==> src/rtl/pixel_to_hex.sv <==
// pixel_to_hex: 3-stage raster-to-hex-polar pipeline (sector 0..5, radius); rotation under PIXEL_TO_HEX_ROTATE_EN
module pixel_to_hex #(
  parameter int CX = 320,
  parameter int CY = 240
) (
  input  logic       clk,
  input  logic       rst,
  input  logic       pix_valid,
  input  logic [9:0] pix_x,
  input  logic [9:0] pix_y,
  input  logic       frame_start,
  input  logic [2:0] rot,
  output logic       hex_valid,
  output logic [2:0] quadrant,
  output logic [9:0] radius
);
  logic [10:0] dx, dy;
  logic        v1, v2, sx1, sy1, sx2, sy2, a2, a_next;
  logic [9:0]  ax1, ay1, ax2, rad;
  logic [18:0] ay_k, ax_k, sumb, sumb2;
  logic [2:0]  base, quad;
  assign dx = {1'b0, pix_x} - 11'(CX);
  assign dy = 11'(CY) - {1'b0, pix_y};
  assign ay_k = 19'(ay1) * 19'd443;
  assign ax_k = {1'b0, ax1, 8'b0};
  assign a_next = ay_k < ax_k;
  assign sumb = {2'b0, ax1, 7'b0} + 19'(ay1) * 19'd222;
  assign rad = a2 ? ax2 : (sumb2[18] ? 10'h3ff : sumb2[17:8]);
  assign base = sy2 ? (sx2 ? (a2 ? 3'd3 : 3'd4) : (a2 ? 3'd0 : 3'd5))
                    : (sx2 ? (a2 ? 3'd3 : 3'd2) : (a2 ? 3'd0 : 3'd1));
`ifdef PIXEL_TO_HEX_ROTATE_EN
  logic [2:0] rot_q, rot1, rot2, rot_eff, rot_n;
  logic [3:0] sum;
  assign rot_eff = frame_start ? rot : rot_q;
  assign rot_n = rot2 >= 3'd6 ? rot2 - 3'd6 : rot2;
  assign sum = {1'b0, base} + {1'b0, rot_n};
  assign quad = sum >= 4'd6 ? 3'(sum - 4'd6) : sum[2:0];
  // Per-frame rotation register and its copies travelling alongside each pixel
  always_ff @(posedge clk) begin
    if (rst) begin
      rot_q <= '0;
      rot1 <= '0;
      rot2 <= '0;
    end else begin
      if (frame_start) rot_q <= rot;
      if (pix_valid) rot1 <= rot_eff;
      if (v1) rot2 <= rot1;
    end
  end
`else
  logic unused_rot;
  assign unused_rot = ^{frame_start, rot};
  assign quad = base;
`endif
  // Pipeline: abs/sign, 30-degree compare and hex-norm sum, then sector/radius outputs
  always_ff @(posedge clk) begin
    if (rst) begin
      v1 <= 1'b0;
      v2 <= 1'b0;
      hex_valid <= 1'b0;
      ax1 <= '0;
      ay1 <= '0;
      sx1 <= 1'b0;
      sy1 <= 1'b0;
      a2 <= 1'b0;
      ax2 <= '0;
      sumb2 <= '0;
      sx2 <= 1'b0;
      sy2 <= 1'b0;
      quadrant <= '0;
      radius <= '0;
    end else begin
      v1 <= pix_valid;
      v2 <= v1;
      hex_valid <= v2;
      if (pix_valid) begin
        ax1 <= dx[10] ? 10'(-dx) : dx[9:0];
        ay1 <= dy[10] ? 10'(-dy) : dy[9:0];
        sx1 <= dx[10];
        sy1 <= dy[10];
      end
      if (v1) begin
        a2 <= a_next;
        ax2 <= ax1;
        sumb2 <= sumb;
        sx2 <= sx1;
        sy2 <= sy1;
      end
      if (v2) begin
        quadrant <= quad;
        radius <= rad;
      end
    end
  end
endmodule

==> config.mk <==
export PLATFORM = sky130hd
export DESIGN_NAME = pixel_to_hex
export DESIGN_NICKNAME = d
export VERILOG_FILES = /design/src/rtl/pixel_to_hex.sv
export SDC_FILE = /design/constraint.sdc
export NUM_CORES = 1
export LEC_CHECK = 0
export CAP_MARGIN = 20
export CORE_MARGIN = 4
export CORE_UTILIZATION = 45
export CTS_CLUSTER_SIZE = 40
export DETAILED_ROUTE_END_ITERATION = 6
export GPL_TIMING_DRIVEN = 0
export MAX_ROUTING_LAYER = met4
export PLACE_DENSITY = 0.63
export SLEW_MARGIN = 5
export SYNTH_ARGS = -nofsm -noshare
export SYNTH_HDL_FRONTEND = slang
export SYNTH_SLANG_ARGS = --single-unit
==> constraint.sdc <==
create_clock -name clk -period 6.05 [get_ports clk]
set_input_delay 1.5125 -clock clk [delete_from_list [all_inputs] [get_ports clk]]
set_output_delay 1.5125 -clock clk [all_outputs]
set_load 0.01 [all_outputs]
# --- After elaboration in Yosys (flattened, before gate mapping) ---
# Index checks and enable logic that the tools add are counted.
totals:
  input_bits: 27
  mem_bits_rw: 0
  reg_bits: 70
  n_memories: 0
  mem_bits_ro: 0
  latchBits: 0
  wordCells: 33
op_classes:
  bitwise_logic: 0
  magnitude_cmp: 1
  multipliers: 2
  div: 0
  n_reduce_logical: 0
  shift: 0
  n_eq_ne: 0
  addsub: 5
  mux: 11
op_table:
  columns: ["cell", "n"]
  rows:
  - ["10-bit 2-to-1 mux", 4]
  - ["10-bit negation", 2]
  - ["17-bit by 18-bit adder with 19-bit output", 1]
  - ["19-bit by 18-bit < comparator with 1-bit output", 1]
  - ["10-bit by 9-bit multiplier with 19-bit output (second input constant)", 1]
  - ["10-bit by 7-bit multiplier with 17-bit output (second input constant)", 1]
  - ["3-bit 2-to-1 mux", 4]
  - ["10-bit by 9-bit subtractor with 11-bit output (second input constant)", 1]
  - ["8-bit by 10-bit subtractor with 11-bit output (first input constant)", 1]
  - ["1-bit 2-to-1 mux", 2]
  - ["2-bit 2-to-1 mux", 1]

# --- Depth between registers and ports, before layout ---
# Gate-level depths: netlist (run 1).
depth:
  depth_word: 3
  depth_mapped: 23
  mapped_depth_nobuf: 23

# --- Worst setup path before layout (run 1) ---
# Ideal clock, no wire load.
synth_path:
  kind: "register to register"
  startpoint: "reg ay1[7]"
  endpoint: "reg a2"
  required_time_ns: 5.963
  slack_ns: 0.558
  path_stages_with_launch: 21
  arrival_time_ns: 5.405
  period_less_slack_ns: 5.492
  setup_time_ns: 0.087
  path_cell_list: "dfxtp_1 fa_1 fa_1 fa_1 inv_1 fa_1 inv_1 ha_1 a21o_1 a21o_1 a221o_1 a21oi_1 o21bai_1 xor2_1 ha_1 o21a_1 o21ai_0 nor2_1 a211oi_1 o211ai_1 o31ai_1"
synth_via:
  elab_chain_cells: 2
synth_lines:
  columns: ["item", "line_no", "rtl"]
  rows:
  - ["start, declared", "19", "logic [9:0] ax1, ay1, ax2, rad;"]
  - ["start signal, assigned", "78", "ay1 <= dy[10] ? 10'(-dy) : dy[9:0];"]
  - ["10-bit by 9-bit multiplier with 19-bit output", "24", "assign ay_k = 19'(ay1) * 19'd443;"]
  - ["19-bit by 18-bit < comparator with 1-bit output", "26", "assign a_next = ay_k < ax_k;"]
  - ["end signal, assigned", "83", "a2 <= a_next;"]
  - ["end, declared", "18", "logic v1, v2, sx1, sy1, sx2, sy2, a2, a_next;"]
# Every way passes these cells.
# A chain may end at the register's enable or synchronous reset.

# --- Worst setup path after layout (run 1) ---
layout_path:
  startpoint: "reg ay1[4]"
  endpoint: "reg a2"
# Same word-level chain as after synthesis.

==> summary.txt, run 1 <==
Worst setup path
  – CP required: 6.27 ns
  – Most used cell, CP: fa_1
  – Crit path kind: flip-flop to flip-flop
  – WP depth: 22
  – Crit-path max cell delay: 0.52 ns
  – Worst-path fanout max: 5
  – Delay-heaviest family, CP: adder cells
  – CP arrival: 6.03 ns
  – Crit path buf inv count: 4
  – Element type at the critical path end: flip-flop
  – Critical path cell sequence: inv_2 -> fa_1 -> inv_1 -> fa_1 -> fa_1 -> inv_1 -> fa_1 -> inv_1 -> ha_1 -> a21o_1 -> a21o_1 -> a221o_2 -> a21oi_4 -> o21bai_1 -> xor2_1 -> ha_1 -> o21a_1 -> o21ai_1 -> nor2_1 -> a211oi_2 -> o211ai_1 -> o31ai_2
  – Crit start category: flip-flop
  – Slowest stage cell on the critical path: fa_1
  – R2R depth: 22

Clocking
  – Clk sinks: 62
  – CTS Hold Bufs: 0
  – Clock Path Buffers: 2
  – Worst-path clk slew: 0.06 ns
  – Clock root buffer master: clkbuf_16
  – CTS tree: built
  – Htree depth: 3
  – Worst skew pair latency: 0.32 ns
  – Inserted Clock Buffers: 9

Yosys
  – Count leader, synth: inv_1
  – Syn_area_per_cell: 8.865 um2
  – Ranking of synthesized cells by area: dfxtp_1, ha_1, fa_1, inv_1, mux2i_1
  – Flip-flop and latch count after synthesis: 62
  – Most common flop cell mapped by yosys: dfxtp_1
  – Cell Area, Synth: 0.006135 mm2
  – Ys Warns: 0
  – Post-synth EDFFs: 0
  – Unique cell type count in the Yosys netlist: 63
  – Dominant cell type by area after synthesis: dfxtp_1
  – Syn nets: 847
  – Post-synthesis sequential area ratio: 0.2023
  – Asr flop ratio synth: 0
  – Synth top area share: 0.2023
  – Gate Count Post-Synth: 692
  – Most frequent cells after synthesis: inv_1, ha_1, nor2_1

GRT
  – Vias in the first global route: 4955
  – First-pass GRT wire length: 23790 um
  – Largest net degree at the start of global routing: 13
  – Antenna violations before repair: 0
  – Overall global routing resource usage: 0.1904
  – Grt total ovfl: 0

Routing
  – Detailed Route WL: 14130 um
  – Vias/cell: 5.357
  – Drt drc: 0
  – Pre-antenna DRT Iters: 4
  – Initial DRC Count: 229
  – Wire per inst: 15.40 um
  – Antenna Nets Post-Route: 0
  – Via count: 4912

Finish
  – Post-route insts no fill: 917
  – NumNets Final: 891
  – N_diodes: 0
  – Layout cell share with drive strength beyond 1: 0.07018
  – Area grow syn2layout: 14.13%
  – Fin util: 0.5266

Min path
  – Worst min path class: flip-flop to flip-flop
  – Hold Path Cell Cnt: 2

Die
  – Full die area: 0.01557 mm2
  – Site row count: 42
  – CORE AREA: 0.01330 mm2
  – Die W: 124.8 um
  – Boundary pin count: 41
  – Initial Utilization: 0.4614
  – Die Y: 124.8 um

Timing
  – Final WS setup: 0.2391 ns
  – Hold Fails Final Rpt: 0
  – Worst slew margin: 0.4680
  – Pins Over Slew Limit: 0
  – Worst Clk Skew: 0.007248 ns
  – Setup violations, final: 0
  – Fin crit share: 0.9605
  – Peak Freq: 172.1 MHz
  – Worst-margin pin slew: 0.7922 ns
  – TNS Setup: 0 ns
  – Crit path time final: 5.811 ns
  – RSZ-0062 raised after global routing: false

Power and ir drop
  – Pwr dens: 366.0 mW/mm2
  – Cell leakage power: 3.221 nW
  – Worst vdd ir: 194.5 uV

Run status
  – Outcome: complete, no violations

Job
  – Max_cap viols: 0

Placed design
  – Post-Place Cells: 901
  – Post-Place Worst Slack: -0.1523 ns
  – HPWL after DPL: 11880 um
  – Input/output buffers: 33
  – GP Congestion: 0.9411
## timing repair
| item | in CTS | in global routing |
|---|---|---|
| resized for setup | 5 | 14 |
| setup buffers | 0 | 0 |
| pin swaps | 0 | 1 |
| endpoints found under the setup margin | 1 | 2 |
## kinds of logic (layout without fill, tap and decap cells)
logic type | count (synthesis) | count (layout) | synth area share
AOI/OAI and AO/OA | 138 | 138 | 0.1597
xor gates and xnor gates | 46 | 46 | 0.06567
adders and majority gates | 128 | 128 | 0.3149
buffers and inverters | 127 | 176 | 0.08362
DFF | 62 | 62 | 0.2023
muxes | 26 | 26 | 0.04242
and+or+nand+nor | 165 | 165 | 0.1313
## per-layer routing
metal	routed length, um	track usage
met4	216	0.05738
met5	0	-
met2	6628	0.3031
met3	450	0.01630
met1	6830	0.2593
## layout make-up
class | instances | area [um2]
fill | 1261 | 6294
clock buffer | 9 | 225.2
multi-input combinational | 503 | 4409
inverter | 102 | 382.9
buffer | 25 | 130.1
clock inverter | 7 | 48.80
timing repair buffer | 33 | 330.3
sequential | 62 | 1255
tap | 176 | 220.2
## placed cells by master, fill, tap and decap left out, drive strengths merged, types with 7 or more instances in the layout
| cell type | Yosys | routed |
|---|---|---|
| xor2 | 17 | 17 |
| buf | 9 | 9 |
| nor2b | 7 | 7 |
| dfxtp | 62 | 62 |
| o21ai | 19 | 19 |
| a21o | 9 | 9 |
| clkdlybuf4s50 | 0 | 33 |
| a21oi | 32 | 32 |
| inv | 102 | 103 |
| o31ai | 9 | 9 |
| fa | 44 | 44 |
| o221ai | 12 | 12 |
| xnor2 | 29 | 29 |
| ha | 84 | 84 |
| nand2b | 19 | 19 |
| nor2 | 68 | 68 |
| mux2i | 26 | 26 |
| clkbuf | 16 | 25 |
| a211oi | 17 | 17 |
| nand2 | 27 | 27 |
| nor3 | 11 | 11 |
## where the power goes
part           internal (W)  switching, W
clock              0.000277      0.000183
sequential         0.000449     0.0000450
combinational      0.000700      0.000909
## worst min-delay path, stage by stage, from the launching register on
cell	delay, ns
dfxtp_1	0.31
nand2b_1	0.06
a21oi_1	0.06
## through the flow
stage | hold WS [ns] | power (W) | area [um2]
after floorplan | 0.4337 | 0.001733 | 6135
after global placement | 0.4516 | 0.002049 | 6685
after detailed placement | 0.4558 | 0.002090 | 6685
after CTS | 0.4718 | 0.002569 | 6972
after global routing | 0.4935 | 0.002838 | 7002
final | 0.4692 | 0.002563 | 7002
## worst paths after layout
check	from	to	slack [ns]
max	ay1[4]	a2	0.24
min	quadrant[2]	quadrant[2]	0.47
min reg2reg	quadrant[2]	quadrant[2]	0.47
max reg2reg	ay1[4]	a2	0.24
## sequential cells by signal, indices dropped and copies added (netlist names), 3 cells and up
signal,count
ax2,10
sumb2,11
radius,10
quadrant,3
ax1,10
ay1,10
(Power assumes the default switching activity.)
==> inputs of run 2 (changes only) <==
CELL_PAD_IN_SITES_DETAIL_PLACEMENT = 1   (was default)
CELL_PAD_IN_SITES_GLOBAL_PLACEMENT = 1   (was default)
PLACE_DENSITY = 0.78   (was 0.63)
==> summary.txt, run 2 (synthesis results as in run 1) <==
Clocking
  – Worst-path clk slew: 0.06 ns (about the same)
  – CTS tree: built
  – Htree depth: 3 (unchanged)
  – Clock root buffer master: clkbuf_16
  – Clk sinks: 62 (unchanged)
  – Clock Path Buffers: 2 (unchanged)
  – Worst skew pair latency: 0.34 ns (+0.02 ns)
  – CTS Hold Bufs: 0 (unchanged)
  – Inserted Clock Buffers: 9 (unchanged)

Min path
  – Worst min path class: flip-flop to flip-flop

Power and ir drop
  – Tot Pwr: 0.002814 W (+9.8%)
  – Worst vdd ir: 209.4 uV (+7.6%)
  – Pwr dens: 396.5 mW/mm2 (+8.3%)
  – Cell leakage power: 3.268 nW (+1.5%)

Finish
  – Largest register FFs: 11 (unchanged)
  – # fillers: 1574 (+25%)
  – Footprint of the multi-input gates: 0.004412 mm2 (about the same)
  – Most common cell after layout, fill and taps aside: inv_1
  – Layout cell share with drive strength beyond 1: 0.07258 (+0.002405)
  – Most frequent cells in the layout: inv_1, ha_1, nor2_1
  – Most flops, register: sumb2
  – N_diodes: 0 (unchanged)
  – Post-route insts no fill: 920 (+0.33%)
  – NumNets Final: 894 (+0.34%)
  – Register Area: 0.001252 mm2 (-0.20%)
  – Area grow syn2layout: 15.68%

Die
  – Full die area: 0.01557 mm2 (unchanged)
  – Initial Utilization: 0.4614 (unchanged)
  – Site row count: 42 (unchanged)
  – Boundary pin count: 41 (unchanged)
  – CORE AREA: 0.01330 mm2 (unchanged)
  – Die Y: 124.8 um (unchanged)
  – Die W: 124.8 um (unchanged)

Routing
  – Initial DRC Count: 216 (-5.7%)
  – Wire per inst: 18.76 um (+22%)
  – Vias/cell: 5.543 (+3.5%)
  – Antenna Nets Post-Route: 0 (unchanged)
  – Drt drc: 0 (unchanged)
  – Via count: 5100 (+3.8%)
  – Detailed Route WL: 17260 um (+22%)
  – Pre-antenna DRT Iters: 4 (unchanged)

Run status
  – Outcome: complete, no violations

Placed design
  – HPWL after DPL: 13790 um (+16%)
  – Post-Place Cells: 901 (unchanged)
  – Input/output buffers: 33 (unchanged)
  – GP Congestion: 0.9025 (-4.1%)

Job
  – Max_cap viols: 0 (unchanged)

Worst setup path
  – Worst-path fanout max: 7 (+2)
  – CP required: 6.27 ns (about the same)
  – Element type at the critical path end: flip-flop
  – Crit-path max cell delay: 0.56 ns (+0.04 ns)
  – Delay-heaviest family, CP: adder cells
  – Most used cell, CP: fa_1
  – CP arrival: 6.07 ns (+0.04 ns)
  – Critical path cell sequence: fa_1 -> fa_1 -> fa_1 -> inv_1 -> fa_1 -> inv_1 -> ha_1 -> a21o_1 -> a21oi_1 -> o21ai_2 -> a21o_1 -> xnor2_1 -> ha_1 -> o21ai_0 -> nand2b_1 -> a31oi_2 -> o21ai_0 -> or3b_2 -> a21boi_1 -> nor4_1
  – Crit start category: flip-flop
  – Slowest stage cell on the critical path: dfxtp_1
  – Crit path kind: flip-flop to flip-flop
  – Crit path buf inv count: 2 (-2)

Timing
  – Pins Over Slew Limit: 0 (unchanged)
  – Worst-margin pin slew: 0.8064 ns (+0.01418 ns)
  – Setup violations, final: 0 (unchanged)
  – Crit path time final: 5.843 ns (+0.03217 ns)
  – Peak Freq: 171.1 MHz (-0.55%)
  – Fin crit share: 0.9658 (+0.005318)
  – Hold Fails Final Rpt: 0 (unchanged)
  – Worst slew margin: 0.4585 (-0.009522)
  – Worst Clk Skew: 0.009266 ns (+0.002019 ns)
  – TNS Setup: 0 ns (unchanged)

GRT
  – Vias in the first global route: 5600 (+13%)
  – Largest net degree at the start of global routing: 13 (unchanged)
  – Antenna violations before repair: 0 (unchanged)
  – First-pass GRT wire length: 28450 um (+20%)
  – Grt total ovfl: 0 (unchanged)
  – Overall global routing resource usage: 0.2300 (+0.03958)
==> run 2: cell count changes in the layout (fill, tap and decap cells not counted), moves of 2 or more <==
cell       delta
dfxtp_2       -2
o21ai_1       -2
dfxtp_1       +2
buf_4         +3
bufinv_16     +3
clkinv_2      -2
==> run 2: stage by stage <==
stage / worst slack [ns] / instance area, um2 / util / hold slack [ns]
3_3_place_gp: -0.07387 / 6685 / 0.5028 / 0.4517
4_1_cts: 0.02613 / 7042 / 0.5296 / 0.4778
6_report: 0.2069 / 7097 / 0.5338 / 0.4708
5_1_grt: -0.04525 / 7097 / 0.5338 / 0.4884
2_1_floorplan: 0.5582 / 6135 / - / 0.4337
3_5_place_dp: -0.2256 / 6685 / 0.5028 / 0.4612
==> run 2: final timing paths <==
kind,from,end,slack [ns],cells past startpoint
worst min register to register,sumb2[18],sumb2[18],0.47,1
worst min-delay path,sumb2[18],sumb2[18],0.47,1
worst max-delay path,ay1[8],sumb2[17],0.21,20
worst max register to register,ay1[8],sumb2[17],0.21,20
==> run 2: final cells by class <==
type / instances / area share
Sequential cell: 62 / 0.1765
Multi-Input combinational cell: 503 / 0.6216
Tap cell: 176 / 0.03103
Timing Repair Buffer: 36 / 0.04972
Buffer: 25 / 0.01834
Inverter: 102 / 0.05395
Clock inverter: 7 / 0.01710
Clock buffer: 9 / 0.03173
==> run 2: worst register-to-register path, stage by stage (launching register included) <==
cell	delay (ns)
dfxtp_1	0.56
fa_1	0.51
fa_1	0.49
fa_1	0.56
inv_1	0.08
fa_1	0.51
inv_1	0.04
ha_1	0.34
a21o_1	0.20
a21oi_1	0.20
o21ai_2	0.13
a21o_1	0.24
xnor2_1	0.14
ha_1	0.32
o21ai_0	0.10
nand2b_1	0.15
a31oi_2	0.26
o21ai_0	0.18
or3b_2	0.46
a21boi_1	0.18
nor4_1	0.08
==> run 2: layer usage <==
metal  routed length (um)  GRT usage  vias up
met3                  504    0.01973       17
met1                 7758     0.2918     2553
met2                 8774     0.3941       75
met4                  221    0.06383        0
met5                    0          -        -
li1                     -          -     2455
==> run 2: power by group <==
part / leakage, nW / total [W] / internal, W / switching, W
Clock: 0.170 / 0.000602 / 0.000404 / 0.000198
Combinational: 2.59 / 0.00172 / 0.000729 / 0.000987
Sequential: 0.510 / 0.000496 / 0.000448 / 0.0000482
Total: 3.27 / 0.00281 / 0.00158 / 0.00123
==> run 2: what timing repair did <==
action                     4_1_cts  5_1_grt
setup endpoints to repair        2        2
pin swaps                        1        4
setup buffers                    0        3
gates resized for setup          7       10
